### src/rtl/ps2_pkg.sv
// Purpose : shared constants, event type and FSM states for the PS/2 receiver slice.
// Contents: PS2_EXT/PS2_BRK prefix codes, frame length, ps2_evt_t, ps2_state_t,
//           odd-parity helper used by the frame check.
package ps2_pkg;

  localparam logic [7:0] PS2_EXT        = 8'hE0;
  localparam logic [7:0] PS2_BRK        = 8'hF0;
  localparam int         PS2_FRAME_BITS = 11;

  // One decoded key event: prefix flags folded in with the scan code.
  typedef struct packed {
    logic       ext;
    logic       brk;
    logic [7:0] code;
  } ps2_evt_t;

  typedef enum logic [1:0] {
    IDLE,
    DATA,
    CHECK
  } ps2_state_t;

  // Data byte plus parity bit must hold an odd number of ones.
  function automatic logic odd_parity_ok(input logic [8:0] bits);
    return ^bits;
  endfunction

endpackage

### src/rtl/ps2_rx_event_fifo_if.sv
// Purpose : key-event pop port (valid/ready handshake plus head event fields).
// Ports   : master = event source (drives valid/code/ext/brk, reads ready);
//           slave  = consumer (reads event, drives ready).
interface ps2_rx_event_fifo_if;

  logic       evt_valid;
  logic       evt_ready;
  logic [7:0] evt_code;
  logic       evt_ext;
  logic       evt_brk;

  modport master (
    output evt_valid,
    output evt_code,
    output evt_ext,
    output evt_brk,
    input  evt_ready
  );

  modport slave (
    input  evt_valid,
    input  evt_code,
    input  evt_ext,
    input  evt_brk,
    output evt_ready
  );

endinterface

### src/rtl/ps2_evt_fifo.sv
// Purpose : generic synchronous first-word-fall-through FIFO (WIDTH x DEPTH, DEPTH power of two).
// Latency : a push is visible at dout/!empty on the cycle after it is written.
// Backpr. : push ignored when full unless a pop happens the same cycle; pop ignored when empty.
// Ports   : clk50/reset, push/din/full, pop/dout/empty, count (entries held).
module ps2_evt_fifo #(
  parameter int WIDTH = 10,
  parameter int DEPTH = 8
) (
  input  logic                     clk50,
  input  logic                     reset,
  input  logic                     push,
  input  logic [WIDTH-1:0]         din,
  output logic                     full,
  input  logic                     pop,
  output logic [WIDTH-1:0]         dout,
  output logic                     empty,
  output logic [$clog2(DEPTH):0]   count
);

  localparam int AW = $clog2(DEPTH);
  localparam logic [AW:0] FULL_CNT = (AW+1)'(DEPTH);

  logic [WIDTH-1:0] mem [DEPTH];
  logic [AW-1:0]    wr_ptr;
  logic [AW-1:0]    rd_ptr;
  logic             do_push;
  logic             do_pop;

  assign full    = (count == FULL_CNT);
  assign empty   = (count == '0);
  assign do_pop  = pop & ~empty;
  // A pop frees the slot this cycle, so a push into a full FIFO still lands.
  assign do_push = push & (~full | do_pop);
  assign dout    = mem[rd_ptr];

  always_ff @(posedge clk50) begin
    if (do_push) begin
      mem[wr_ptr] <= din;
    end
  end

  // Pointers wrap naturally because DEPTH is a power of two.
  always_ff @(posedge clk50) begin
    if (reset) begin
      wr_ptr <= '0;
      rd_ptr <= '0;
      count  <= '0;
    end else begin
      if (do_push) wr_ptr <= wr_ptr + 1'b1;
      if (do_pop)  rd_ptr <= rd_ptr + 1'b1;
      case ({do_push, do_pop})
        2'b10:   count <= count + 1'b1;
        2'b01:   count <= count - 1'b1;
        default: count <= count;
      endcase
    end
  end

endmodule

### src/rtl/ps2_rx_event_fifo.sv
// Purpose : PS/2 keyboard receiver - sync+filter pins, deserialise 11-bit frames, check
//           start/parity/stop, fold E0/F0 prefixes into key events, buffer in an FWFT FIFO.
// Latency : event visible on evt (valid) 2 clk50 cycles after the frame-check cycle.
// Backpr. : evt_ready low holds the head stable; a push into a full FIFO without a pop is
//           dropped with a 1-cycle overflow pulse.
// Ports   : clk50, reset (sync, active-high), ps2_clk/ps2_dat raw pins, evt (master pop
//           port), evt_count, err_parity / err_frame / overflow pulses.
module ps2_rx_event_fifo
  import ps2_pkg::*;
#(
  parameter int SAMPLE_DIV = 2,
  parameter int FILT_LEN   = 8,
  parameter int TIMEOUT_TK = 50000,
  parameter int DEPTH      = 8
) (
  input  logic                   clk50,
  input  logic                   reset,
  input  logic                   ps2_clk,
  input  logic                   ps2_dat,
  ps2_rx_event_fifo_if.master    evt,
  output logic [$clog2(DEPTH):0] evt_count,
  output logic                   err_parity,
  output logic                   err_frame,
  output logic                   overflow
);

  localparam int             DW       = (SAMPLE_DIV > 1) ? $clog2(SAMPLE_DIV) : 1;
  localparam logic [DW-1:0]  DIV_LAST = DW'(SAMPLE_DIV - 1);
  localparam int             TW       = $clog2(TIMEOUT_TK + 1);
  localparam logic [TW-1:0]  TO_LAST  = TW'(TIMEOUT_TK - 1);
  localparam logic [3:0]     LAST_BIT = 4'(PS2_FRAME_BITS - 1);

  // ---------------------------------------------------------------- sample tick
  logic [DW-1:0] div_cnt;
  logic          tick;

  always_ff @(posedge clk50) begin
    if (reset) begin
      div_cnt <= '0;
      tick    <= 1'b0;
    end else if (div_cnt == DIV_LAST) begin
      div_cnt <= '0;
      tick    <= 1'b1;
    end else begin
      div_cnt <= div_cnt + 1'b1;
      tick    <= 1'b0;
    end
  end

  // ------------------------------------------------- synchroniser and filter
  logic [1:0]          clk_sync;
  logic [1:0]          dat_sync;
  logic [FILT_LEN-1:0] clk_sh;
  logic [FILT_LEN-1:0] dat_sh;
  logic                clk_f;
  logic                dat_f;
  logic                clk_f_d;
  logic                fall;

  always_ff @(posedge clk50) begin
    if (reset) begin
      clk_sync <= 2'b11;
      dat_sync <= 2'b11;
      clk_sh   <= '1;
      dat_sh   <= '1;
      clk_f    <= 1'b1;
      dat_f    <= 1'b1;
      clk_f_d  <= 1'b1;
    end else begin
      clk_sync <= {clk_sync[0], ps2_clk};
      dat_sync <= {dat_sync[0], ps2_dat};
      if (tick) begin
        clk_sh  <= {clk_sh[FILT_LEN-2:0], clk_sync[1]};
        dat_sh  <= {dat_sh[FILT_LEN-2:0], dat_sync[1]};
        clk_f_d <= clk_f;
      end
      // Filtered level moves only once the whole window agrees; otherwise it holds.
      if (&clk_sh)       clk_f <= 1'b1;
      else if (~|clk_sh) clk_f <= 1'b0;
      if (&dat_sh)       dat_f <= 1'b1;
      else if (~|dat_sh) dat_f <= 1'b0;
    end
  end

  // clk_f_d only advances on ticks, so a fall is seen exactly once, on a tick.
  assign fall = tick & clk_f_d & ~clk_f;

  // ------------------------------------------- frame FSM, timeout and decoder
  ps2_state_t                state;
  logic [PS2_FRAME_BITS-1:0] frame;
  logic [3:0]                bit_cnt;
  logic [TW-1:0]             to_cnt;
  logic                      ext_pend;
  logic                      brk_pend;
  logic                      push_req;
  ps2_evt_t                  push_dat;

  always_ff @(posedge clk50) begin
    if (reset) begin
      state      <= IDLE;
      frame      <= '0;
      bit_cnt    <= '0;
      to_cnt     <= '0;
      ext_pend   <= 1'b0;
      brk_pend   <= 1'b0;
      push_req   <= 1'b0;
      push_dat   <= '0;
      err_parity <= 1'b0;
      err_frame  <= 1'b0;
    end else begin
      push_req   <= 1'b0;
      err_parity <= 1'b0;
      err_frame  <= 1'b0;
      case (state)
        IDLE: begin
          to_cnt <= '0;
          if (fall) begin
            // Shift right: after all bits, frame[0] is the start bit.
            frame   <= {dat_f, frame[PS2_FRAME_BITS-1:1]};
            bit_cnt <= 4'd1;
            state   <= DATA;
          end
        end
        DATA: begin
          if (fall) begin
            frame  <= {dat_f, frame[PS2_FRAME_BITS-1:1]};
            to_cnt <= '0;
            if (bit_cnt == LAST_BIT) begin
              state <= CHECK;
            end else begin
              bit_cnt <= bit_cnt + 1'b1;
            end
          end else if (tick) begin
            if (to_cnt == TO_LAST) begin
              err_frame <= 1'b1;
              ext_pend  <= 1'b0;
              brk_pend  <= 1'b0;
              state     <= IDLE;
            end else begin
              to_cnt <= to_cnt + 1'b1;
            end
          end
        end
        CHECK: begin
          state <= IDLE;
          if (frame[0] || !frame[PS2_FRAME_BITS-1]) begin
            err_frame <= 1'b1;
            ext_pend  <= 1'b0;
            brk_pend  <= 1'b0;
          end else if (!odd_parity_ok(frame[9:1])) begin
            err_parity <= 1'b1;
            ext_pend   <= 1'b0;
            brk_pend   <= 1'b0;
          end else if (frame[8:1] == PS2_EXT) begin
            ext_pend <= 1'b1;
          end else if (frame[8:1] == PS2_BRK) begin
            brk_pend <= 1'b1;
          end else begin
            push_req      <= 1'b1;
            push_dat.ext  <= ext_pend;
            push_dat.brk  <= brk_pend;
            push_dat.code <= frame[8:1];
            ext_pend      <= 1'b0;
            brk_pend      <= 1'b0;
          end
        end
        default: state <= IDLE;
      endcase
    end
  end

  // ----------------------------------------------------------- event FIFO
  logic     fifo_full;
  logic     fifo_empty;
  logic     evt_pop;
  ps2_evt_t head;

  assign evt_pop = ~fifo_empty & evt.evt_ready;

  ps2_evt_fifo #(
    .WIDTH($bits(ps2_evt_t)),
    .DEPTH(DEPTH)
  ) u_fifo (
    .clk50 (clk50),
    .reset (reset),
    .push  (push_req),
    .din   (push_dat),
    .full  (fifo_full),
    .pop   (evt_pop),
    .dout  (head),
    .empty (fifo_empty),
    .count (evt_count)
  );

  always_ff @(posedge clk50) begin
    if (reset) begin
      overflow <= 1'b0;
    end else begin
      overflow <= push_req & fifo_full & ~evt_pop;
    end
  end

  // Head fields are forced to zero while empty so nothing stale leaks out.
  assign evt.evt_valid = ~fifo_empty;
  assign evt.evt_code  = fifo_empty ? 8'h00 : head.code;
  assign evt.evt_ext   = ~fifo_empty & head.ext;
  assign evt.evt_brk   = ~fifo_empty & head.brk;

endmodule

### src/flat_wrapper.sv
// flat-port wrapper written by rule: the top's interface ports become plain ports
module ps2_rx_event_fifo_flat import ps2_pkg::*;
#(
  parameter int SAMPLE_DIV = 2,
  parameter int FILT_LEN   = 8,
  parameter int TIMEOUT_TK = 50000,
  parameter int DEPTH      = 8
)
  (clk50, reset, ps2_clk, ps2_dat, evt_count, err_parity, err_frame, overflow, evt_evt_valid, evt_evt_code, evt_evt_ext, evt_evt_brk, evt_evt_ready);
  ps2_rx_event_fifo_if evt_i ();
  input  logic clk50;
  input  logic reset;
  input  logic ps2_clk;
  input  logic ps2_dat;
  output logic [$clog2(DEPTH):0] evt_count;
  output logic err_parity;
  output logic err_frame;
  output logic overflow;
  output wire logic [$bits(evt_i.evt_valid)-1:0] evt_evt_valid;
  output wire logic [$bits(evt_i.evt_code)-1:0] evt_evt_code;
  output wire logic [$bits(evt_i.evt_ext)-1:0] evt_evt_ext;
  output wire logic [$bits(evt_i.evt_brk)-1:0] evt_evt_brk;
  input wire logic [$bits(evt_i.evt_ready)-1:0] evt_evt_ready;
  assign evt_evt_valid = evt_i.evt_valid;
  assign evt_evt_code = evt_i.evt_code;
  assign evt_evt_ext = evt_i.evt_ext;
  assign evt_evt_brk = evt_i.evt_brk;
  assign evt_i.evt_ready = evt_evt_ready;
  ps2_rx_event_fifo #(.SAMPLE_DIV(SAMPLE_DIV), .FILT_LEN(FILT_LEN), .TIMEOUT_TK(TIMEOUT_TK), .DEPTH(DEPTH)) u_core (.clk50(clk50), .reset(reset), .ps2_clk(ps2_clk), .ps2_dat(ps2_dat), .evt(evt_i), .evt_count(evt_count), .err_parity(err_parity), .err_frame(err_frame), .overflow(overflow));
endmodule
### config.mk
export PLATFORM = sky130hd
export DESIGN_NAME = ps2_rx_event_fifo_flat
export DESIGN_NICKNAME = d
export VERILOG_FILES = /design/src/rtl/ps2_pkg.sv /design/src/rtl/ps2_rx_event_fifo_if.sv /design/src/rtl/ps2_evt_fifo.sv /design/src/rtl/ps2_rx_event_fifo.sv /design/src/flat_wrapper.sv
export SDC_FILE = /design/constraint.sdc
export NUM_CORES = 1
export LEC_CHECK = 0
export CORE_MARGIN = 3
export CORE_UTILIZATION = 55
export CTS_CLUSTER_DIAMETER = 40
export DETAILED_ROUTE_END_ITERATION = 8
export PLACE_DENSITY = 0.77
export SLEW_MARGIN = 5
export SYNTH_ARGS = -nofsm -noshare
export SYNTH_HDL_FRONTEND = slang
export SYNTH_SLANG_ARGS = --single-unit
### constraint.sdc
create_clock -name clk50 -period 3.45 [get_ports clk50]
set_clock_uncertainty 0.1 [all_clocks]
set_input_delay 0.69 -clock clk50 [delete_from_list [all_inputs] [get_ports clk50]]
set_output_delay 0.69 -clock clk50 [all_outputs]
set_load 0.1 [all_outputs]
Yosys cells after proc, flatten, opt, wreduce, memory -nomap -nowiden --
Memories as Yosys holds them, arrays and structs flattened. A register that Yosys moved wholly into a read port is not among the register bits. Cells that the tools add are included.
Storage, ports and cells: register bits 84, bits in writable memories 80, bits of input ports 5, output and inout port bits 18, logic and storage cells 139, memories kept 1
Operators by class: add/subtract/negate cells 7, equality and inequality tests 21, mux-type cells 41, bitwise logic cells 19, reductions and logical operators 25
Memories:
- u_core.u_fifo.mem | words 8, width 10, rd ports 1, clocked after Yosys merged registers in 1, write ports 1, RTL line ps2_evt_fifo.sv:23 | logic [WIDTH-1:0] mem [DEPTH];
Operator list (count):
- $mux W16 | 3
- $pmux W16 S2 | 1
- $mux W1 | 20
- $add A16 B1 Y16 const B | 1
- $eq A16 B16 Y1 const B | 1
- $eq A8 B8 Y1 const B | 2
- $pmux W4 S2 | 2
- $reduce_and A8 Y1 | 2
- $reduce_or A8 Y1 | 2
- $reduce_and A5 Y1 | 3
- $mux W4 | 3
- $mux W2 | 5
- $and A1 B1 Y1 | 9
- $not A1 Y1 | 9
- $reduce_xor A9 Y1 | 1
- $add A4 B1 Y4 const B | 2
- $eq A4 B4 Y1 const B | 2
- $mux W8 | 1
- $ne A2 B1 Y1 const B | 4
- $reduce_and A4 Y1 | 2
- $reduce_or A2 Y1 | 4
- $add A3 B1 Y3 const B | 2
- $mux W3 | 2
- $ne A3 B1 Y1 const B | 2
- other kinds (21) | 28

Longest topological paths before layout --
Gate-level depths: netlist of run 1.
word-level depth 8, gate-level depth with buffers 9, mapped depth without buffers 8

By module --
From an unflattened synthesis of run 1, not the netlist that was laid out.
Second synthesis, totals: cells, all modules 583, area total of the unflattened synthesis 7141.8 um2
By module, submodules not included:
- ps2_evt_fifo | instances 1, cells an instance 201, area an instance 3747.3 um2, sequential area each 2662.6 um2
- ps2_rx_event_fifo | instances 1, cells an instance 382, area an instance 3394.5 um2, sequential area each 1481.4 um2

Worst setup path after synthesis of run 1 --
No wires, ideal clock.
kind reg-to-output, start register u_core.u_fifo.count[1], end output port evt_evt_brk, arrival time 2898 ps, required time 2660 ps, setup slack -238 ps, stages on the path, launching flop included 5, path buffers 2, cells stage by stage dfxtp_1 -> clkbuf_1 -> nor4_1 -> clkbuf_1 -> nor2_1
Between the ends: cells in the longest elaborated chain, start to end 3
RTL lines:
- start: declaration | RTL line ps2_evt_fifo.sv:17 | output logic [$clog2(DEPTH):0] count
- start signal: assignment | RTL line ps2_evt_fifo.sv:52 | 2'b10: count <= count + 1'b1;
- start signal: assignment | RTL line ps2_evt_fifo.sv:53 | 2'b01: count <= count - 1'b1;
- start signal: assignment | RTL line ps2_evt_fifo.sv:54 | default: count <= count;
- $logic_not A4 Y1 | RTL line ps2_evt_fifo.sv:30 | assign empty = (count == '0);
- $not A1 Y1 | RTL line ps2_rx_event_fifo.sv:207 | assign evt.evt_brk = ~fifo_empty & head.brk;
- $and A1 B1 Y1 | RTL line ps2_rx_event_fifo.sv:207
- end: declaration | RTL line flat_wrapper.sv:22 | output wire logic [$bits(evt_i.evt_brk)-1:0] evt_evt_brk;
Every way passes these cells.

==> results.tsv, run 1 <==
metric	value	unit
post-DP HPWL	8290	um
pre-CTS WS	0.672	ns
first-pass GRT wire length	21600	um
required time worst endpoint	2.66	ns
met3 track demand over resource	4.13	%
vias in the first global route	4264	
H-tree levels	4	
Routed WL per cell	16.6	um
die footprint	13800	um^2
Slew @ Worst Pin	0.915	ns
gr busiest metal	met2	
crit path DAT	2.15	ns
clock sinks	167	
Max Cap Viol	0	
share of post-route cells with drive strength above 1	16.0	%
Remaining DRCs	0	
Synth Area in Simple Gates	14.3	%
Synth Area in Compound Gates	5.32	%
initial antenna violation count	0	
Setup crit end kind	output pin	
GRT Total Usage	19.7	%
area growth from synthesis to layout	15.8	%
status	finished, final reports clean	
FF-to-FF path depth	7	
endpoints failing hold	0	
adder-cell share of the synthesized area	2.56	%
multiplexer area fraction after synthesis	12.4	%
Worst slew margin	39.0	%
die span in y	118	um
r2r startpoint	u_core.frame[5]	
root buffer cell	clkbuf_16	
Crit Path Category	reg -> out	
Layout Nets	602	
Initial Utilization	56.5	%
clk buf depth	2	
Post-Synthesis Cells	550	
achievable frequency	341	MHz
RSZ-0062 raised after global routing	no	
RR Endpoint	u_core.push_dat[3]	
worst skew pair latency	0.42	ns
I/O Buffers	22	
I/O pins	23	
# Post-CTS Setup Buffers	0	
grt total ovfl	0	
Hold-fix buffers, CTS	0	
Ant. Diodes	0	
vias	4275	
CP Launch Type	flip-flop	
share of the synthesized area in the top cell type	35.1	%
Lkg Pwr	2.66	nW
GP Congestion	0.781	
crit-path max FO	20	
most common cell in the synthesized netlist	dfxtp_1	
EDFF count, synth	80	
PostCTS Resize Cnt	0	
Ys Warns	0	
part of the cycle the worst path needs	85.1	%
synth top area cells	edfxtp_1, dfxtp_1, mux4_2	
Final Setup Violations	0	
synth cell count leaders	dfxtp_1, edfxtp_1, nor2_1	
worst hold endpoint	u_core.div_cnt	
minimum clock period	2.94	ns
r2r setup slk	0.84	ns
final slew viol count	0	
CTS tree	done	
met1 usage	23.9	%
Yosys reg bits	167	
via density per instance	5.60	
Site Rows	40	
worst vdd ir	0.000362	V
Detail Route Antenna Nets	0	
P per Cell Area	509	nW/um^2
Hold Path Origin	u_core.div_cnt	
Synth Net Count	569	
ys flop type	dfxtp_1	
largest net degree at the start of global routing	52	
Synth Area in XOR/XNOR	2.76	%
initial detailed-routing violation count	283	
hold crit path type	reg -> reg	
Mapped Area	6850	um^2
Routed WL	12700	um
largest family of logic cells by synthesized area	simple AND/OR/NAND/NOR gates	
GR Util met2	34.1	%
FFs w/ async S/R, synth	0	%
Avg Inst Size Synth	12.5	um^2
Die Span X	118	um
Final Non-Filler Cells	763	
Power Total	4.04	mW
Inst Count DP	732	
TritonCTS buffer count	17	
Yosys top cell by area	edfxtp_1	
worst setup margin	0.515	ns
hold depth	1	
first drt pass iteration count	4	
Post-Route Utilization	65.5	%
Core Region	12100	um^2
clock-pin slew on the worst setup and hold paths	0.06	ns
post-synthesis sequential area ratio	60.5	%
synth unique cells	62	
==> report_power, final <==
part | internal (mW) | leakage, nW | switching (mW)
Combinational | 0.0593 | 0.951 | 0.111
Sequential | 2.06 | 1.44 | 0.00623
Clock | 1.06 | 0.267 | 0.733
Total | 3.19 | 2.66 | 0.850
==> state kept, by name, indices dropped and copies added, names as in the netlist, 2 cells and up, named ones only <==
name,count
u_core.u_fifo.mem,80
u_core.to_cnt,16
u_core.frame,11
u_core.push_dat,10
u_core.clk_sh,8
u_core.dat_sh,8
u_core.bit_cnt,4
u_core.u_fifo.count,4
u_core.u_fifo.rd_ptr,3
u_core.u_fifo.wr_ptr,3
u_core.clk_sync,2
u_core.dat_sync,2
u_core.state,2
==> through the flow <==
stage	cell area (um^2)	hold WS (ns)	TNS [ns]
after floorplan	6850	0.285	-2.38
after global placement	7370	0.291	0
after detailed placement	7370	0.293	0
after CTS	7930	0.302	0
after global routing	7930	0.335	0
final	7930	0.304	0
==> logic make-up (layout without fill, tap and decap cells) <==
kind of cell | count (synthesis) | count (layout)
XOR/XNOR | 20 | 20
multiplexers | 60 | 60
adder cells (fa/ha/maj) | 14 | 14
buffers and inverters | 36 | 81
AND/OR/NAND/NOR | 196 | 196
AO/OA/AOI/OAI | 57 | 57
flip-flops | 167 | 167
==> cell usage in the layout, fill, tap and decap left out, types with 7 or more instances in the layout <==
cell type and count:
a21oi_1 23, buf_12 10, buf_4 22, clkbuf_16 17, dfxtp_1 87, edfxtp_1 80, ha_1 14, inv_1 14
mux2i_1 39, mux4_2 20, nand2_1 54, nand2b_1 7, nand3_1 13, nand4_1 9, nor2_1 61, nor3_1 8
o21ai_0 12, xnor2_1 7, xor2_1 12
==> worst max-delay path, stage by stage, from the launching register on <==
cell,delay (ns)
dfxtp_1,0.31
buf_4,0.36
mux4_2,0.59
mux2i_1,0.19
nor2_1,0.10
buf_12,0.17
==> routing by layer <==
| layer | vias to the layer above | wire length, um |
|---|---|---|
| met5 | - | 0 |
| met4 | 0 | 288 |
| met3 | 20 | 506 |
| met2 | 93 | 6590 |
| met1 | 2083 | 5290 |
| li1 | 2079 | - |
==> worst max path at each step <==
stage               cells past startpoint              startpoint                      to
CTS                                     5               flip-flop         evt_evt_code[2]
global placement                        9           evt_evt_ready  u_core.u_fifo.count[2]
floorplan                               4  u_core.u_fifo.count[1]             evt_evt_brk
finish                                  5               flip-flop         evt_evt_code[2]
global route                            5               flip-flop         evt_evt_code[6]
detailed placement                      9           evt_evt_ready  u_core.u_fifo.count[2]
==> layout make-up <==
type / count / area [um^2]
fillers: 920 / 4180
flip-flops and latches: 167 / 4140
multi-input cells: 347 / 2560
clock buffers: 20 / 437
repair buffers: 36 / 400
well taps: 168 / 210
clock inverters: 11 / 125
inverters: 14 / 52.6
Power figures use the tool's default switching activity.
==> inputs of run 2 (changes only) <==
- CORE_UTILIZATION: 55 -> 35
- GPL_ROUTABILITY_DRIVEN: unset -> 0
- PLACE_DENSITY: 0.77 -> 0.54
==> run 2 against run 1 <==
Clock power up 6%. Core utilization down 23 points. Final cell count up 12%. First-iteration DRC count shrank 40%. Highest routed layer unchanged. Sequential cell count did not move. Critical path depth is the same.
==> results.tsv, run 2 (same netlist as run 1, synthesis figures left out) <==
metric	value	unit	change
status	finished, final reports clean		
RSZ-0062 raised after global routing	no		
r2r startpoint	u_core.frame[5]		
largest net degree at the start of global routing	52		unchanged
share of post-route cells with drive strength above 1	16.4	%	+0.48 points
I/O pins	23		unchanged
die span in y	146	um	+24%
crit-path max FO	20		unchanged
Max Cap Viol	0		unchanged
part of the cycle the worst path needs	84.0	%	-1.1 points
PostCTS Resize Cnt	0		unchanged
Worst slew margin	34.7	%	-4.3 points
via density per instance	4.88		-13%
Core Region	19000	um^2	+57%
first-pass GRT wire length	22000	um	+1.7%
achievable frequency	345	MHz	+1.3%
initial detailed-routing violation count	169		-40%
FF-to-FF path depth	7		unchanged
most frequent cells in the layout	dfxtp_1, edfxtp_1, nor2_1		
root buffer cell	clkbuf_16		
pre-CTS WS	0.723	ns	+0.0510 ns
CP max stage cell	mux4_2		
endpoints failing hold	0		unchanged
Initial Utilization	36.1	%	-20 points
Remaining DRCs	0		unchanged
hold crit path type	reg -> reg		
worst setup margin	0.553	ns	+0.0383 ns
Routed WL per cell	15.1	um	-9.1%
Layout Nets	602		unchanged
vias in the first global route	4184		-1.9%
initial antenna violation count	0		unchanged
Detail Route Antenna Nets	0		unchanged
die footprint	21300	um^2	+54%
minimum clock period	2.90	ns	-0.0383 ns
Site Rows	50		+25%
TritonCTS buffer count	17		unchanged
Worst Setup EP	evt_evt_code[4]		
Hold-fix buffers, CTS	0		unchanged
Final Cell Area	8080	um^2	+1.9%
grt total ovfl	0		unchanged
placed cell area	7490	um^2	+1.6%
area growth from synthesis to layout	18.0	%	
RR Endpoint	u_core.push_dat[1]		
Power Total	4.14	mW	+2.5%
worst vdd ir	0.000384	V	+6.2%
commonest non-fill, non-tap cell in the layout	dfxtp_1		
post-DP HPWL	8210	um	-0.92%
I/O Buffers	22		unchanged
CP max stage delay	0.57	ns	-0.02 ns
crit path DAT	2.11	ns	-0.04 ns
vias	4178		-2.3%
Setup crit end kind	output pin		
final slew viol count	0		unchanged
clock-pin slew on the worst setup and hold paths	0.07	ns	about the same
worst skew pair latency	0.42	ns	about the same
first drt pass iteration count	4		unchanged
H-tree levels	4		unchanged
Routed WL	12900	um	+2.0%
Ant. Diodes	0		unchanged
Hold Path Origin	u_core.div_cnt		
Regs by FF count	u_core.u_fifo.mem x80, u_core.to_cnt x16, u_core.frame x11		
r2r setup slk	0.89	ns	+0.05 ns
crit path cell chain	buf_4 > mux4_2 > mux2i_1 > nor2_1 > buf_12		
most flop-heavy register	u_core.u_fifo.mem		
clock sinks	167		unchanged
P per Cell Area	512	nW/um^2	+0.60%
max FFs per register	80		unchanged
required time worst endpoint	2.66	ns	about the same
Final Setup Violations	0		unchanged
GRT Total Usage	12.9	%	-6.7 points
# Post-CTS Setup Buffers	0		unchanged
CP Launch Type	flip-flop		
Slew @ Worst Pin	0.980	ns	+0.0641 ns
Crit Path Category	reg -> out		
Die Span X	146	um	+24%
CTS tree	done		
Lkg Pwr	2.67	nW	+0.34%
clk buf depth	2		unchanged
==> run 2: final cells by class <==
type / count / area [um^2]
timing repair buffer: 36 / 400
tap: 260 / 325
multi-input combinational: 347 / 2560
clock inverter: 15 / 171
sequential: 167 / 4140
inverter: 14 / 52.6
clock buffer: 17 / 425
fill: 1773 / 10900
==> run 2: per-layer routing <==
metal | wire (um) | vias up | global-route usage [%] | share of wire (%)
met1 | 6090 | 2038 | 16.5 | 47
met5 | 0 | - | 0 | 0
met3 | 331 | 14 | 3.43 | 2.6
met2 | 6240 | 44 | 21.2 | 48
met4 | 257 | 0 | 4.99 | 2.0
li1 | - | 2082 | - | -
==> run 2: worst max-delay path: cells and delay by family, from the launching register on <==
family	cells	cell delay [ns]
buf+inv	2	0.54
flops	1	0.31
mux	2	0.73
simple gates	1	0.09
==> run 2: through the flow <==
stage               instances  util, %  TNS [ns]  hold slack, ns
floorplan                 550        -     -2.38           0.285
global placement          824     39.5         0           0.294
detailed placement        824     39.5         0           0.296
CTS                       856     42.6         0           0.306
global route              856     42.6         0           0.317
finish                    856     42.6         0           0.305
==> run 2: where the power goes <==
group	switching, mW	internal [mW]
registers	0.00637	2.06
logic	0.111	0.0591
clock network	0.816	1.08
==> run 2: worst min-delay path by stage <==
| stage | end | slack, ns | cells after the start |
|---|---|---|---|
| final | u_core.div_cnt | 0.31 | 1 |
| after detailed placement | u_core.div_cnt | 0.30 | 1 |
| after global placement | u_core.div_cnt | 0.29 | 1 |
| after floorplan | u_core.div_cnt | 0.28 | 1 |
| after global routing | u_core.div_cnt | 0.32 | 1 |
| after CTS | u_core.div_cnt | 0.31 | 1 |
==> RTL edit 1 (settings of run 1) <==
Encoding of `ps2_state_t`: now one-hot (3 bits for 3 states).
--- a/src/rtl/ps2_pkg.sv
+++ b/src/rtl/ps2_pkg.sv
@@ -15,8 +15,8 @@
   } ps2_evt_t;
 
-  typedef enum logic [1:0] {
-    IDLE,
-    DATA,
-    CHECK
+  typedef enum logic [2:0] {
+    IDLE  = 3'b001,
+    DATA  = 3'b010,
+    CHECK = 3'b100
   } ps2_state_t;
 
Formal check against the unedited RTL: same outputs for any inputs over 10 cycles, from zero or initial values and one cycle with reset high; not proved beyond that.
==> RTL edit 1 against run 1 <==
- area after synthesis about the same
- non-clock buffer count increased by 1
- sequential cell count increased by 1
- final area increased by 0.95%
- critical endpoint is now evt_evt_code[7]
- worst setup slack improved by 33 ps
- wire length decreased by 7.3%
Power is not compared: it rests on default switching activity, and its combinational part moved more than twofold at a synthesized area within 25%.
==> RTL edit 1: results <==
group,metric,value,unit
cells_and_area,antenna_cells,0,
routing,drt_pass1_iterations,4,
synth,synth_area_leaders,"edfxtp_1 (35%), dfxtp_1 (26%), mux4_2 (6.6%)",
grt,grt_pass1_wl,20.0,mm
clock_tree,clk_pin_slew,70,ps
grt,antenna_found_initial,0,
synth,synth_edf_count,80,
sta,whs,305,ps
grt,grt_usage,0.181,
grt,first_global_vias,4120,
placement,gp_congestion,0.763,
placement,placed_area,7370,µm²
clock_tree,cts.repair.resized,0,
routing,drtIter0Drc,165,
critical_path,arrival,2110,ps
clock_tree,root_buffer,"clkbuf_16",
critical_path,max_stage_delay,580,ps
grt,grt_start_max_net_pins,58,
synth,syn_nets,559,
min_path,hp-class,"reg2reg",
placement,hpwl,7.80,mm
synth,synth_ff_type,"dfxtp_1",
synth,netlist_top_cells_count,"dfxtp_1 (88), edfxtp_1 (80), nor2_1 (73), mux2i_1 (32), mux4_2 (20)",
synth,yosysSeqAreaShare,0.608,
synth,yosysWarnings,0,
synth,synthDistinctLibCells,47,
synth,async_reset_ff_frac,0,
cells_and_area,top_regs,"u_core.u_fifo.mem (80), u_core.to_cnt (16), u_core.frame (11)",
critical_path,critical-path-slowest-cell,"mux4_2",
cells_and_area,fin_nets,591,
clock_tree,cts_setup_buffers,0,
sta,slew_headroom,0.612,
cells_and_area,drive_above_1_share,0.167,
clock_tree,cts.path.max_buffers,2,
routing,drc,0,
clock_tree,cts_inserted_buffers,17,
placement,numPortBuffers,22,
critical_path,crit_fanout,20,
critical_path,ff2ff_setup_slack,1230,ps
routing,vias,4168,
clock_tree,clock_latency,430,ps
sta,hold_viol_final,0,
cells_and_area,fillers,897,
power,p_leak,2.80,nW
power,ir_worst_vdd,403,µV
status,status,"finished clean",
routing,avgRoutedWirePerCell,15.5,µm
==> RTL edit 1: final timing paths <==
kind | start | to | cells after the start
worst max register to register | u_core.u_fifo.count[0] | u_core.u_fifo.count[2] | 8
worst max-delay path | flop | evt_evt_code[7] | 5
worst min-delay path | u_core.div_cnt | u_core.div_cnt | 1
worst min register to register | u_core.div_cnt | u_core.div_cnt | 1
==> RTL edit 1: cell type report <==
type	instances	area share
Multi-Input combinational cell	335	0.316
Tap cell	168	0.0263
Clock buffer	17	0.0531
Inverter	16	0.00750
Clock inverter	15	0.0259
Sequential cell	168	0.520
Timing Repair Buffer	37	0.0509
==> RTL edit 1: per-stage QoR <==
stage	utilization	cells	total power [W]	worst slack [ps]	TNS, ps
after global routing	0.661	756	0.00428	363	0
after CTS	0.661	756	0.00419	492	0
final	0.661	756	0.00415	548	0
after floorplan	-	543	0.00218	-352	-3520
after global placement	0.609	724	0.00219	762	0
after detailed placement	0.609	724	0.00220	664	0
==> RTL edit 1: power breakdown <==
part | switching (W) | internal, W | total, W
sequential | 0.0000124 | 0.00208 | 0.00210
clock | 0.000821 | 0.00117 | 0.00200
combinational | 0.0000309 | 0.0000267 | 0.0000576
==> RTL edit 1: critical path, delay by kind of cell (launching register included) <==
| kind | cells | cell delay [ps] |
|---|---|---|
| muxes | 2 | 730 |
| buffers and inverters | 2 | 520 |
| DFF | 1 | 310 |
| and+or+nand+nor | 1 | 90 |
==> RTL edit 1: cells by family (layout without fill, tap and decap cells) <==
kind of cell | after synthesis | in the layout | synth area share
compound gates | 57 | 57 | 0.0568
xor+xnor | 27 | 27 | 0.0376
fa+ha+maj | 11 | 11 | 0.0201
buf+inv | 40 | 85 | 0.0230
flops | 168 | 168 | 0.608
mux | 52 | 52 | 0.112
simple gates | 188 | 188 | 0.143
==> RTL edit 1: per-layer routing <==
metal	wire, µm	vias up	share of wire	global-route usage
met5	0	-	0	0
met4	166	0	0.014	0.0755
met3	460	16	0.039	0.0505
met2	6070	82	0.52	0.309
met1	5050	2023	0.43	0.215
li1	-	2047	-	-
==> RTL edit 2 (flow settings as in run 1) <==
Without the edit above. `DEPTH` is set to 8 in 3 places; all go to 16.
--- a/src/rtl/ps2_evt_fifo.sv
+++ b/src/rtl/ps2_evt_fifo.sv
@@ -5,5 +5,5 @@
 module ps2_evt_fifo #(
   parameter int WIDTH = 10,
-  parameter int DEPTH = 8
+  parameter int DEPTH = 16
 ) (
   input  logic                     clk50,
--- a/src/rtl/ps2_rx_event_fifo.sv
+++ b/src/rtl/ps2_rx_event_fifo.sv
@@ -12,5 +12,5 @@
   parameter int FILT_LEN   = 8,
   parameter int TIMEOUT_TK = 50000,
-  parameter int DEPTH      = 8
+  parameter int DEPTH      = 16
 ) (
   input  logic                   clk50,
--- a/src/flat_wrapper.sv
+++ b/src/flat_wrapper.sv
@@ -5,5 +5,5 @@
   parameter int FILT_LEN   = 8,
   parameter int TIMEOUT_TK = 50000,
-  parameter int DEPTH      = 8
+  parameter int DEPTH      = 16
 )
   (clk50, reset, ps2_clk, ps2_dat, evt_count, err_parity, err_frame, overflow, evt_evt_valid, evt_evt_code, evt_evt_ext, evt_evt_brk, evt_evt_ready);
Ports: changed (resized evt_count); port bits go from 23 to 24. The function was not compared with the original's and may differ.
==> RTL edit 2 against run 1 <==
- area after synthesis increased by 48%
- count of clock-buffer cells in the layout increased by 23
- final area increased by 50%
- total power increased by 80%
- sequential cell count increased by 84
- synthesized cell count increased by 27%
- clock power increased by 75%
- wire length increased by 58%
- worst setup slack got worse by 430 ps
- critical path type unchanged
- largest power group unchanged
==> RTL edit 2: results <==
group,metric,value,unit
cells_and_area,drive_above_1_share,0.213,
sta,maxSlewViolCount,0,
routing,drt_wl_total,20.0,mm
cells_and_area,fin_nets,762,
cells_and_area,top_regs,"u_core.u_fifo.mem (160), u_core.to_cnt (16), u_core.frame (11)",
synth,synth_edf_count,160,
grt,first_global_vias,6064,
critical_path,ff2ff_setup_slack,880,ps
min_path,hold_depth,1,
power,p_leak,3.96,nW
clock_tree,cts.repair.resized,1,
placement,hpwl,12.5,mm
placement,gp_congestion,0.851,
critical_path,timing.rr.end,"u_core.u_fifo.count[4]",
grt,grt_pass1_wl,32.0,mm
placement,placed_area,10800,µm²
sta,totalNegativeSetupSlack,0,ps
power,swShare,0.248,
status,status,"finished clean",
routing,vias_per_cell,5.90,
grt,grt-ovfl-total,0,
synth,netlist_top_cells_count,"edfxtp_1 (160), dfxtp_1 (91), nor2_1 (59), mux4_2 (50), nand2_1 (43)",
clock_tree,htreeDepth,1,
synth,yosysSeqAreaShare,0.652,
synth,synthDistinctLibCells,53,
synth,syn_area_per_cell,14.6,µm²
power,ir_worst_vdd,452,µV
critical_path,critPathCapture,"evt_evt_code[3]",
critical_path,worstReg2RegStart,"u_core.u_fifo.count[1]",
placement,numPortBuffers,23,
synth,syn_nets,718,
synth,synth_area_leaders,"edfxtp_1 (47%), dfxtp_1 (18%), mux4_2 (11%)",
critical_path,crit_fanout,16,
power,clock_power,0.00315,W
grt,grt_usage,0.203,
min_path,worstHoldEndpoint,"u_core.div_cnt",
critical_path,arrival,2570,ps
grt,grt_start_max_net_pins,41,
clock_tree,cts.path.max_buffers,3,
cells_and_area,largest_reg_flops,160,
critical_path,worst-r2r-cell-count,8,
power,combPwrFrac,0.123,
clock_tree,cts_inserted_buffers,31,
sta,slew_headroom,0.356,
routing,drtIter0Drc,337,
clock_tree,clock_latency,530,ps
==> RTL edit 2: through the flow <==
| stage | setup slack [ps] | utilization | total power, W | hold slack [ps] | cells |
|---|---|---|---|---|---|
| 2_1_floorplan | 77.1 | - | 0.00393 | 285 | 696 |
| 3_3_place_gp | 560 | 0.599 | 0.00417 | 292 | 936 |
| 3_5_place_dp | 394 | 0.599 | 0.00419 | 293 | 936 |
| 4_1_cts | 44.0 | 0.657 | 0.00734 | 310 | 993 |
| 5_1_grt | 3.42 | 0.657 | 0.00751 | 334 | 993 |
| 6_report | 89.6 | 0.657 | 0.00728 | 310 | 993 |
==> RTL edit 2: final cells by class <==
| class | count | area (µm²) |
|---|---|---|
| repair buffers | 46 | 528 |
| clock inverters | 14 | 130 |
| well taps | 229 | 287 |
| flip-flops and latches | 251 | 6630 |
| fillers | 1224 | 6210 |
| multi-input cells | 398 | 3350 |
| clock buffers | 43 | 903 |
| inverters | 12 | 45.0 |
==> RTL edit 2: metal layers <==
metal | vias to the layer above | GRT usage | wire (µm) | share of wire
li1 | 2725 | - | - | -
met1 | 2921 | 0.261 | 8060 | 0.40
met2 | 174 | 0.358 | 10300 | 0.52
met3 | 37 | 0.0353 | 1120 | 0.056
met4 | 0 | 0.0551 | 484 | 0.024
met5 | - | 0 | 0 | 0
==> RTL edit 2: cell families after synthesis <==
kind of cell	count (synthesis)	synth area share
AND/OR/NAND/NOR	220	0.112
adder cells (fa/ha/maj)	17	0.0209
AO/OA/AOI/OAI	74	0.0496
buffers and inverters	47	0.0196
flip-flops	251	0.652
XOR/XNOR	21	0.0194
multiplexers	66	0.127
==> RTL edit 2: critical path: stages, from the launching register on <==
cell	delay, ps
dfxtp_4	430
buf_12	200
mux4_2	540
mux4_2	460
and2_2	230
buf_12	170
